<file path="src/rtl/synth_pkg.sv">
// Register-map constants and shared types for the synth register port.
package synth_pkg;
  localparam int         REG_VOICE_SHIFT = 12;
  localparam int         REG_OP_SHIFT    = 9;
  localparam logic [2:0] REG_OP_KEYON    = 3'd0;
  localparam int         VOICE_W         = 4;
  localparam int         NOTE_W          = 7;

  typedef logic [NOTE_W-1:0] NoteId_t;

  typedef enum logic [2:0] {
    ST_IDLE,
    ST_SEARCH,
    ST_KEYOFF,
    ST_PHASE,
    ST_KEYON,
    ST_ALLOFF
  } state_e;

  // The register map numbers voices from 1, so voice 15 wraps to field value 0.
  function automatic logic [15:0] reg_addr(input logic [VOICE_W-1:0] voice, input logic [2:0] op);
    logic [VOICE_W-1:0] v;
    v = voice + VOICE_W'(1);
    return (16'(v) << REG_VOICE_SHIFT) | (16'(op) << REG_OP_SHIFT);
  endfunction
endpackage

</file>
<file path="src/rtl/voice_select.sv">
// Combinational voice search: note match, lowest free voice, or oldest voice to steal.
module voice_select
  import synth_pkg::*;
#(
  parameter int NUM_VOICES = 16,
  parameter int AGE_WIDTH  = 4
) (
  input  logic [NUM_VOICES-1:0]           i_Active,
  input  logic [NUM_VOICES*NOTE_W-1:0]    i_NoteIds,
  input  logic [NUM_VOICES*AGE_WIDTH-1:0] i_Ages,
  input  logic                            i_NoteOn,
  input  logic [NOTE_W-1:0]               i_NoteId,
  output logic [VOICE_W-1:0]              o_Target,
  output logic                            o_Hit,
  output logic                            o_Steal
);
  logic                 match_found;
  logic [VOICE_W-1:0]   match_idx;
  logic                 free_found;
  logic [VOICE_W-1:0]   free_idx;
  logic [VOICE_W-1:0]   old_idx;
  logic [AGE_WIDTH-1:0] old_age;

  always_comb begin
    match_found = 1'b0;
    match_idx   = '0;
    free_found  = 1'b0;
    free_idx    = '0;
    // Descending scan so the lowest matching index is the last one written.
    for (int i = NUM_VOICES - 1; i >= 0; i--) begin
      if (i_Active[i] && (i_NoteIds[i*NOTE_W +: NOTE_W] == i_NoteId)) begin
        match_found = 1'b1;
        match_idx   = VOICE_W'(i);
      end
      if (!i_Active[i]) begin
        free_found = 1'b1;
        free_idx   = VOICE_W'(i);
      end
    end
    // Strict compare keeps ties on the lowest index.
    old_idx = '0;
    old_age = i_Ages[AGE_WIDTH-1:0];
    for (int i = 1; i < NUM_VOICES; i++) begin
      if (i_Ages[i*AGE_WIDTH +: AGE_WIDTH] > old_age) begin
        old_age = i_Ages[i*AGE_WIDTH +: AGE_WIDTH];
        old_idx = VOICE_W'(i);
      end
    end
    o_Hit   = match_found;
    o_Steal = i_NoteOn && !match_found && !free_found;
    if (match_found)
      o_Target = match_idx;
    else if (free_found)
      o_Target = free_idx;
    else
      o_Target = old_idx;
  end
endmodule

</file>
<file path="src/rtl/voice_allocator.sv">
// Note scheduler: picks a voice per note request and emits the KeyOn/PhaseStep
// register-write sequence that configures it.
module voice_allocator
  import synth_pkg::*;
#(
  parameter int NUM_VOICES    = 16,
  parameter int NUM_OPERATORS = 6,
  parameter int AGE_WIDTH     = 4
) (
  input  logic        i_Clock,
  input  logic        i_Reset,
  input  logic        i_NoteValid,
  output logic        o_NoteReady,
  input  logic        i_NoteOn,
  input  logic [6:0]  i_NoteId,
  input  logic [15:0] i_PhaseStep,
  input  logic        i_AllOff,
  output logic [15:0] o_RegisterNumber,
  output logic [15:0] o_RegisterValue,
  output logic        o_RegisterWriteEnable,
  output logic        o_Busy
);
  state_e                          state_q, state_d;
  logic [NUM_VOICES-1:0]           active_q, active_d;
  logic [NUM_VOICES*NOTE_W-1:0]    note_q, note_d;
  logic [NUM_VOICES*AGE_WIDTH-1:0] age_q, age_d;
  logic                            req_on_q, req_on_d;
  NoteId_t                         req_note_q, req_note_d;
  logic [15:0]                     step_q, step_d;
  logic [VOICE_W-1:0]              target_q, target_d;
  logic [2:0]                      op_q, op_d;
  logic [VOICE_W-1:0]              cnt_q, cnt_d;
  logic                            we_q, we_d;
  logic [15:0]                     num_q, num_d;
  logic [15:0]                     val_q, val_d;
  logic                            busy_q, busy_d;

  logic [VOICE_W-1:0] sel_target;
  logic               sel_hit;
  logic               sel_steal;

  voice_select #(
    .NUM_VOICES(NUM_VOICES),
    .AGE_WIDTH (AGE_WIDTH)
  ) u_select (
    .i_Active (active_q),
    .i_NoteIds(note_q),
    .i_Ages   (age_q),
    .i_NoteOn (req_on_q),
    .i_NoteId (req_note_q),
    .o_Target (sel_target),
    .o_Hit    (sel_hit),
    .o_Steal  (sel_steal)
  );

  assign o_NoteReady           = (state_q == ST_IDLE) && !i_AllOff && !i_Reset;
  assign o_RegisterWriteEnable = we_q;
  assign o_RegisterNumber      = num_q;
  assign o_RegisterValue       = val_q;
  assign o_Busy                = busy_q;

  // The output registers are loaded with the first write of the state being
  // entered, so each write is on the ports while its state is current.
  always_comb begin
    state_d    = state_q;
    active_d   = active_q;
    note_d     = note_q;
    age_d      = age_q;
    req_on_d   = req_on_q;
    req_note_d = req_note_q;
    step_d     = step_q;
    target_d   = target_q;
    op_d       = op_q;
    cnt_d      = cnt_q;
    we_d       = 1'b0;
    num_d      = num_q;
    val_d      = val_q;
    case (state_q)
      ST_IDLE: begin
        if (i_AllOff) begin
          state_d = ST_ALLOFF;
          cnt_d   = '0;
          we_d    = 1'b1;
          num_d   = reg_addr('0, REG_OP_KEYON);
          val_d   = 16'h0000;
        end else if (i_NoteValid) begin
          state_d    = ST_SEARCH;
          req_on_d   = i_NoteOn;
          req_note_d = i_NoteId;
          step_d     = i_PhaseStep;
        end
      end
      ST_SEARCH: begin
        target_d = sel_target;
        if (sel_hit || sel_steal) begin
          state_d = ST_KEYOFF;
          we_d    = 1'b1;
          num_d   = reg_addr(sel_target, REG_OP_KEYON);
          val_d   = 16'h0000;
        end else if (req_on_q) begin
          state_d = ST_PHASE;
          op_d    = 3'd1;
          we_d    = 1'b1;
          num_d   = reg_addr(sel_target, 3'd1);
          val_d   = step_q;
        end else begin
          state_d = ST_IDLE;
        end
      end
      ST_KEYOFF: begin
        if (req_on_q) begin
          state_d = ST_PHASE;
          op_d    = 3'd1;
          we_d    = 1'b1;
          num_d   = reg_addr(target_q, 3'd1);
          val_d   = step_q;
        end else begin
          state_d                                   = ST_IDLE;
          active_d[target_q]                        = 1'b0;
          age_d[target_q*AGE_WIDTH +: AGE_WIDTH]    = '0;
        end
      end
      ST_PHASE: begin
        we_d = 1'b1;
        if (op_q == 3'(NUM_OPERATORS)) begin
          state_d = ST_KEYON;
          num_d   = reg_addr(target_q, REG_OP_KEYON);
          val_d   = 16'h0001;
        end else begin
          op_d  = op_q + 3'd1;
          num_d = reg_addr(target_q, op_q + 3'd1);
          val_d = step_q;
        end
      end
      ST_KEYON: begin
        state_d = ST_IDLE;
        for (int i = 0; i < NUM_VOICES; i++) begin
          if (VOICE_W'(i) == target_q) begin
            active_d[i]                     = 1'b1;
            note_d[i*NOTE_W +: NOTE_W]      = req_note_q;
            age_d[i*AGE_WIDTH +: AGE_WIDTH] = '0;
          end else if (active_q[i] && (age_q[i*AGE_WIDTH +: AGE_WIDTH] != {AGE_WIDTH{1'b1}})) begin
            age_d[i*AGE_WIDTH +: AGE_WIDTH] = age_q[i*AGE_WIDTH +: AGE_WIDTH] + AGE_WIDTH'(1);
          end
        end
      end
      ST_ALLOFF: begin
        active_d[cnt_q]                     = 1'b0;
        age_d[cnt_q*AGE_WIDTH +: AGE_WIDTH] = '0;
        if (cnt_q == VOICE_W'(NUM_VOICES - 1)) begin
          state_d = ST_IDLE;
        end else begin
          cnt_d = cnt_q + VOICE_W'(1);
          we_d  = 1'b1;
          num_d = reg_addr(cnt_q + VOICE_W'(1), REG_OP_KEYON);
          val_d = 16'h0000;
        end
      end
      default: state_d = ST_IDLE;
    endcase
    busy_d = (state_d != ST_IDLE);
  end

  always_ff @(posedge i_Clock) begin
    if (i_Reset) begin
      state_q    <= ST_IDLE;
      active_q   <= '0;
      note_q     <= '0;
      age_q      <= '0;
      req_on_q   <= 1'b0;
      req_note_q <= '0;
      step_q     <= '0;
      target_q   <= '0;
      op_q       <= '0;
      cnt_q      <= '0;
      we_q       <= 1'b0;
      num_q      <= '0;
      val_q      <= '0;
      busy_q     <= 1'b0;
    end else begin
      state_q    <= state_d;
      active_q   <= active_d;
      note_q     <= note_d;
      age_q      <= age_d;
      req_on_q   <= req_on_d;
      req_note_q <= req_note_d;
      step_q     <= step_d;
      target_q   <= target_d;
      op_q       <= op_d;
      cnt_q      <= cnt_d;
      we_q       <= we_d;
      num_q      <= num_d;
      val_q      <= val_d;
      busy_q     <= busy_d;
    end
  end
endmodule

</file>
<file path="config.mk">
export PLATFORM = sky130hd
export DESIGN_NAME = voice_allocator
export DESIGN_NICKNAME = d
export VERILOG_FILES = /design/src/rtl/synth_pkg.sv /design/src/rtl/voice_select.sv /design/src/rtl/voice_allocator.sv
export SDC_FILE = /design/constraint.sdc
export NUM_CORES = 1
export LEC_CHECK = 0
export ABC_AREA = 1
export CORE_MARGIN = 4
export CORE_UTILIZATION = 25
export DETAILED_ROUTE_END_ITERATION = 10
export SKIP_LAST_GASP = 1
export SYNTH_ARGS = -nofsm -noshare
export SYNTH_HDL_FRONTEND = slang
export SYNTH_HIERARCHICAL = 1
export SYNTH_SLANG_ARGS = --single-unit
</file>
<file path="constraint.sdc">
create_clock -name i_Clock -period 21.3 [get_ports i_Clock]
set_clock_uncertainty 0.2 [all_clocks]
set_input_delay 4.26 -clock i_Clock [delete_from_list [all_inputs] [get_ports i_Clock]]
set_output_delay 4.26 -clock i_Clock [all_outputs]
set_load 0.1 [all_outputs]
</file>
==> run metrics, run 1 <==
CP most frequent cell=nand2_1; Layout Utilization=28.5%; GR Overflow Total=0; drt pass-1 iters=5; IO Pins=63; Mean Syn Cell Area=6.43 um^2; largest net degree at the start of global routing=117; CTS root buf=clkbuf_16; hold path endpoint=o_RegisterNumber[10]; status=finished, final reports clean; die footprint=72100 um^2; wire per inst=14.0 um; die height=268 um; clk sink count=255; PostCTS Resize Cnt=0; hold path startpoint=o_RegisterNumber[10]; endpoint of the worst register-to-register path=o_RegisterNumber[14]; Synth area leaders=dfxtp_1 30%, nand2_1 12%, nor2_1 10%; Non-Filler Instances=3532; Post-synth EDFFs=0; # port buffers=53; Tcrit/Tclk final=78.3%; Detailed Route WL=49500 um; Tmin final=16.69 ns; Worst-Skew Late Latency=approximately 0.57 ns; Critical Path Start Type=flop; Initial Util=between 20% and 30%; post-synth top area cell=dfxtp_1; critical path type=reg -> reg; Post-Syn Area=17000 um^2; # diodes=0; cts bufs inserted=29; Slew headroom=27.3%; GRT Util Overall=13.1%; layout cells sized above 1=under 10%; CP max-delay cell=dfxtp_1; CTS hold repair buffers=0; CTS tree=yes; ys async rst share=0%; Yosys reg bits=about 260; Ys Warns=6; CP max stage delay=about 0.43 ns; arrival time at the worst endpoint=around 17 ns; Fin. Hold Viols=0; via count=16500; final max-slew violation count=0; Hold Path Class=reg -> reg; worst setup margin=~4.6 ns; Synth cell types=60; most common cell in the netlist=nand2_1; CTS max path bufs=3; top post-synthesis cells by count=531 x nand2_1, 462 x nor2_1, 276 x inv_1; CTS H-tree depth=1; CP endpoint kind=flop; RSZ-0062 raised after global routing=no; Mapped Cells=2637; worst path required time=21.59 ns; post-DP HPWL=roughly 35000 um; maxcap violations=0; core area=between 60000 and 70000 um^2; r2r setup slk=~4.6 ns; setup_tns=0 ns; vias in the first global route=14900; main flop type after synthesis=dfxtp_1; CP Max Fanout=12; DRC viols=0; Fmax=about 60 MHz; Hold Path Depth=2; Setup WS pre-CTS=4.76 ns; Row Count=95; dpl cells=3483; die span in x=268 um; total setup buffers inserted after CTS=0; first-pass GRT wire length=78900 um; top cell type's share of synthesized area=30.1%; nets@finish=2737; worst r2r path cells=129; Final setup viols=0; antenna-violating nets left=0; area grow syn2layout=12.9%; Initial DRC Count=roughly 1100; Least-Margin Pin Slew=1.09 ns; worst r2r src=age_q[2]; Reg clk slew, reported paths=0.06 ns; via/cell ratio=4.68; gp weighted congestion=0.884; register area share after synthesis=30.1%; initial antenna violation count=0
[metal layers]
metal  share of wire [%]  track usage, %  up-vias
li1                    -               -     8523
met1                  48            18.6     7605
met2                  45            21.4      353
met3                 4.9            1.56       59
met4                 2.0            2.57        0
met5                   0               0        -
[worst max-delay path by stage]
stage | start | to | slack, ns | depth (start not counted)
CTS | age_q[2] | o_RegisterNumber[14] | 4.68 | 129
global placement | age_q[2] | o_RegisterNumber[14] | 5.12 | 132
global route | age_q[2] | o_RegisterNumber[15] | 2.87 | 131
floorplan | age_q[2] | o_RegisterNumber[14] | 6.55 | 133
finish | age_q[2] | o_RegisterNumber[14] | 4.61 | 129
detailed placement | age_q[2] | o_RegisterNumber[14] | 4.76 | 129
[cell families after synthesis]
kind of cell	count (synthesis)	share of synthesized area (%)
simple gates	1399	37.1
compound gates	437	14.5
buf+inv	408	9.70
flops	255	30.1
xor+xnor	69	3.56
fa+ha+maj	68	5.02
other cells	1	0.0221
[flip-flops by register name, summed over array words and instances, names as in the netlist]
name and cells:
active_q 16, age_q 64, cnt_q 4, note_q 112, o_Busy 1, o_RegisterNumber 7
o_RegisterValue 16, o_RegisterWriteEnable 1, op_q 3, req_note_q 7, req_on_q 1, state_q 3
step_q 16, target_q 4
[cell usage in the layout, fill, tap and decap left out, types with 16 or more instances in the layout]
master and n:
ha_1 68, nand3_1 186, o21ai_0 250, clkbuf_16 29, xor2_1 56, inv_1 275, nand2_1 531, nor3_1 31
nand2_4 21, nand2_2 43, dfxtp_1 255, clkdlybuf4s50_1 52, nand4_1 28, nor2_1 461, o21bai_1 16, nor2_2 18
inv_2 19, a21oi_1 82
[area by class of cell]
| type | count | area (um^2) |
|---|---|---|
| fill | 7392 | 48000 |
| sequential | 255 | 5100 |
| inverter | 308 | 1170 |
| multi-input combinational | 1982 | 10200 |
| clock buffer | 42 | 835 |
| clock inverter | 7 | 80.1 |
| tap | 873 | 1090 |
| timing repair buffer | 65 | 616 |
[metrics by stage]
step	hold WS, ns	area (um^2)
2_1_floorplan	0.257	17000
3_3_place_gp	0.253	18200
3_5_place_dp	0.257	18200
4_1_cts	0.265	19200
5_1_grt	0.285	19200
6_report	0.260	19200
[worst max-delay path: cells and delay by family, from the launching register on]
| kind | cells | cell delay (ns) |
|---|---|---|
| AO/OA/AOI/OAI | 26 | 4.08 |
| adder cells (fa/ha/maj) | 16 | 4.81 |
| buffers and inverters | 20 | 1.14 |
| flip-flops | 1 | 0.43 |
| AND/OR/NAND/NOR | 67 | 5.88 |
Power of run 1 is not shown: default switching activity piles up to over one toggle a cycle in this logic, so the estimate is an artifact.
==> inputs of run 2 (changes only) <==
Clock period 21.3 ns to 17.3 ns, I/O delays scaled along.
==> run metrics, run 2 (same netlist as run 1, synthesis figures left out) <==
Row Count=95 (unchanged); Post-Layout Inst Area=19400 um^2 (was 19200 um^2); drt pass-1 iters=6 (was 5); dpl cells=3483 (unchanged); Layout Utilization=28.9% (was 28.5%); top flop regs=note_q x112, age_q x64 (unchanged); CTS root buf=clkbuf_16 (unchanged); Fmax=62.4 MHz (was 59.9 MHz); Hold Path Class=reg -> reg (unchanged); arrival time at the worst endpoint=16.33 ns (was 16.98 ns); Initial Util=25.3% (unchanged); IO Pins=63 (unchanged); gp weighted congestion=0.883 (was 0.884); clk sink count=255 (unchanged); GR Overflow Total=0 (unchanged); final max-slew violation count=0 (unchanged); antenna-violating nets left=0 (unchanged); cts bufs inserted=30 (was 29); largest net degree at the start of global routing=117 (unchanged); die height=268 um (unchanged); CP Max Fanout=10 (was 12); first-pass GRT wire length=79800 um (was 78900 um); die span in x=268 um (unchanged); core area=67200 um^2 (unchanged); worst r2r path cells=128 (was 129); Least-Margin Pin Slew=1.11 ns (was 1.09 ns); DRC viols=0 (unchanged); die footprint=72100 um^2 (unchanged); nets@finish=2746 (was 2737); area grow syn2layout=14.5% (was 12.9%); # fillers=7338 (was 7392); Hold Path Depth=2 (unchanged); Fin. Hold Viols=0 (unchanged); maxcap violations=0 (unchanged); multi-input logic area=10400 um^2 (was 10200 um^2); Reg clk slew, reported paths=0.06 ns (about the same); via count=16600 (was 16500); CTS H-tree depth=1 (unchanged); Worst-Skew Late Latency=0.58 ns (was 0.57 ns); Non-Filler Instances=3547 (was 3532); worst path required time=17.61 ns (was 21.59 ns); via/cell ratio=4.67 (was 4.68); Critical Path Start Type=flop (unchanged); CTS tree=yes (unchanged); wire per inst=14.1 um (was 14.0 um); initial antenna violation count=0 (unchanged); CP max stage delay=0.44 ns (was 0.43 ns); CTS hold repair buffers=0 (unchanged); # diodes=0 (unchanged); Tcrit/Tclk final=92.6% (was 78.3%); Initial DRC Count=1136 (was 1134); setup_tns=0 ns (unchanged); Slew headroom=26.1% (was 27.3%); layout cells sized above 1=9.24% (was 8.05%); CTS max path bufs=3 (unchanged); Tmin final=16.02 ns (was 16.69 ns); max FFs per register=112 (unchanged); # port buffers=53 (unchanged); GRT Util Overall=13.3% (was 13.1%); commonest cells after routing, fill and taps aside=527 x nand2_1, 460 x nor2_1, 275 x inv_1 (was 531 x nand2_1, 461 x nor2_1, 275 x inv_1); FF/Latch Area=5110 um^2 (was 5100 um^2); CP max-delay cell=dfxtp_1 (unchanged); post-DP HPWL=34700 um (about the same); placed cell area=18200 um^2 (unchanged); commonest non-fill, non-tap cell in the layout=nand2_1 (unchanged); CP most frequent cell=nand2_1 (unchanged); Top reg by flops=note_q (unchanged); status=finished, final reports clean (unchanged); critical path type=reg -> reg (unchanged); vias in the first global route=15100 (was 14900); CP endpoint kind=flop (unchanged); Detailed Route WL=50200 um (was 49500 um); Final setup viols=0 (unchanged)
==> run 2: cell count changes in the layout (fill, tap and decap cells not counted), moves of 3 or more <==
cell and change:
buf_4 +6, clkbuf_1 +4, dfxtp_1 -3, nand2_1 -4, nand2_4 +5, o21ai_0 -12, o21ai_1 +9, o21bai_1 -6
o21bai_2 +6
==> run 2: cell type report <==
type                            count  area share (%)
Clock inverter                     10           0.741
Multi-Input combinational cell   1984            53.4
Timing Repair Buffer               71            3.40
Inverter                          308            6.04
Sequential cell                   255            26.3
Tap cell                          873            5.63
Clock buffer                       46            4.43
==> run 2: metal layers <==
metal	global-route usage, %	wire length [um]
met5	0	0
met1	18.8	23700
met2	21.6	22900
met3	1.68	2500
met4	2.92	1030
==> run 2: repair_timing <==
item / in CTS / in global routing
resized for setup: 0 / 43
setup buffers: 0 / 6
endpoints found under the setup margin: 0 / 8
==> run 2: path summary, 6_finish.rpt <==
path	startpoint	endpoint	slack, ns
worst min-delay path	o_RegisterNumber[11]	o_RegisterNumber[11]	0.27
worst min register to register	o_RegisterNumber[11]	o_RegisterNumber[11]	0.27
worst max-delay path	age_q[7]	o_RegisterNumber[14]	1.28
worst max register to register	age_q[7]	o_RegisterNumber[14]	1.28
==> run 2: worst max-delay path: cells and delay by family (launching register included) <==
family / cells / cell delay (ns)
simple gates: 80 / 7.57
fa+ha+maj: 16 / 4.75
compound gates: 22 / 2.39
buf+inv: 10 / 0.56
flops: 1 / 0.44
==> run 2: per-stage QoR <==
step	setup slack, ns	hold WS [ns]
after floorplan	2.55	0.257
after global placement	1.09	0.253
after detailed placement	0.696	0.261
after CTS	0.601	0.270
after global routing	-0.0836	0.295
final	1.28	0.267
Power of run 2 is left out for the same reason.
==> inputs of run 3 (changes only) <==
Settings changed: PLACE_DENSITY set to 0.51, SKIP_CTS_REPAIR_TIMING set to 1.
==> run metrics, run 3 (same netlist as run 1, synthesis figures left out) <==
antenna-violating nets left=0 (unchanged); CP max-delay cell=dfxtp_1 (unchanged); Fin. Hold Viols=0 (unchanged); Non-Filler Instances=3550 (was 3547); Hold Path Class=reg -> reg (unchanged); Post-Layout Inst Area=19500 um^2 (was 19400 um^2); post-DP HPWL=36600 um (was 34700 um); status=finished, final reports clean (unchanged); placed cell area=18200 um^2 (about the same); final max-slew violation count=0 (unchanged); die footprint=72100 um^2 (unchanged); maxcap violations=0 (unchanged); commonest non-fill, non-tap cell in the layout=nand2_1 (unchanged); Slew headroom=30.2% (was 26.1%); Tcrit/Tclk final=90.8% (was 92.6%); IO Pins=63 (unchanged); commonest cells after routing, fill and taps aside=528 x nand2_1, 460 x nor2_1, 275 x inv_1 (was 527 x nand2_1, 460 x nor2_1, 275 x inv_1); CTS root buf=clkbuf_16 (unchanged); Final setup viols=0 (unchanged); via count=16500 (was 16600); CTS tree=yes (unchanged); Row Count=95 (unchanged); dpl cells=3484 (was 3483); Tmin final=15.70 ns (was 16.02 ns); Top reg by flops=note_q (unchanged); GRT Util Overall=14.0% (was 13.3%); GR Overflow Total=0 (unchanged); drt pass-1 iters=5 (was 6); r2r setup slk=1.60 ns (was 1.28 ns); layout cells sized above 1=9.45% (was 9.24%); CP most frequent cell=nand2_1 (unchanged); CP endpoint kind=flop (unchanged); # fillers=7397 (was 7338); Least-Margin Pin Slew=1.05 ns (was 1.11 ns); vias in the first global route=15100 (about the same); Worst-Skew Late Latency=0.59 ns (was 0.58 ns); Reg clk slew, reported paths=0.06 ns (about the same); area grow syn2layout=15.0% (was 14.5%); core area=67200 um^2 (unchanged); # diodes=0 (unchanged); nets@finish=2748 (was 2746); Initial DRC Count=1236 (was 1136); initial antenna violation count=0 (unchanged); max FFs per register=112 (unchanged); CP max stage delay=0.50 ns (was 0.44 ns); Fmax=63.7 MHz (was 62.4 MHz); CP Max Fanout=10 (unchanged); clk sink count=255 (unchanged); arrival time at the worst endpoint=16.02 ns (was 16.33 ns); critical path type=reg -> reg (unchanged); first-pass GRT wire length=82900 um (was 79800 um); CTS H-tree depth=1 (unchanged); die height=268 um (unchanged); # port buffers=53 (unchanged); largest net degree at the start of global routing=108 (was 117); Detailed Route WL=52500 um (was 50200 um); via/cell ratio=4.65 (was 4.67); Layout Utilization=29.0% (was 28.9%); DRC viols=0 (unchanged); Critical Path Start Type=flop (unchanged); die span in x=268 um (unchanged); top flop regs=note_q x112, age_q x64 (unchanged); Initial Util=25.3% (unchanged); wire per inst=14.8 um (was 14.1 um); cts bufs inserted=31 (was 30); CTS max path bufs=3 (unchanged); worst path required time=17.62 ns (was 17.61 ns); gp weighted congestion=0.855 (was 0.883)
-- run 3: final timing paths --
path | from | end | cells past startpoint
setup / recovery | age_q[6] | o_RegisterNumber[14] | 131
hold / removal | o_RegisterNumber[10] | o_RegisterNumber[10] | 2
hold reg to reg | o_RegisterNumber[10] | o_RegisterNumber[10] | 2
setup reg to reg | age_q[6] | o_RegisterNumber[14] | 131
-- run 3: routing by layer --
layer	routed length (um)	GRT usage, %
met5	0	0
met4	973	3.07
met3	2000	1.85
met2	23700	22.6
met1	25900	20.0
-- run 3: final cells by class --
class	count	area [um^2]	area share [%]
multi-input combinational	1983	10300	53.1
sequential	255	5110	26.2
inverter	308	1170	6.02
tap	873	1090	5.60
clock buffer	45	918	4.71
timing repair buffer	73	676	3.46
clock inverter	13	186	0.956
-- run 3: stage by stage --
stage               TNS [ns]  hold WS (ns)  setup slack, ns
floorplan                  0         0.257             2.55
global placement           0         0.253            0.960
detailed placement         0         0.256            0.764
CTS                        0         0.265            0.670
global route         -0.0291         0.293          -0.0291
finish                     0         0.262             1.60
-- run 3: critical path: cells and delay by family, from the launching register on --
family | cells | cell delay, ns
buf+inv | 14 | 0.73
compound gates | 21 | 2.38
simple gates | 80 | 7.20
fa+ha+maj | 16 | 4.59
flops | 1 | 0.50
Power of run 3 is left out for the same reason.
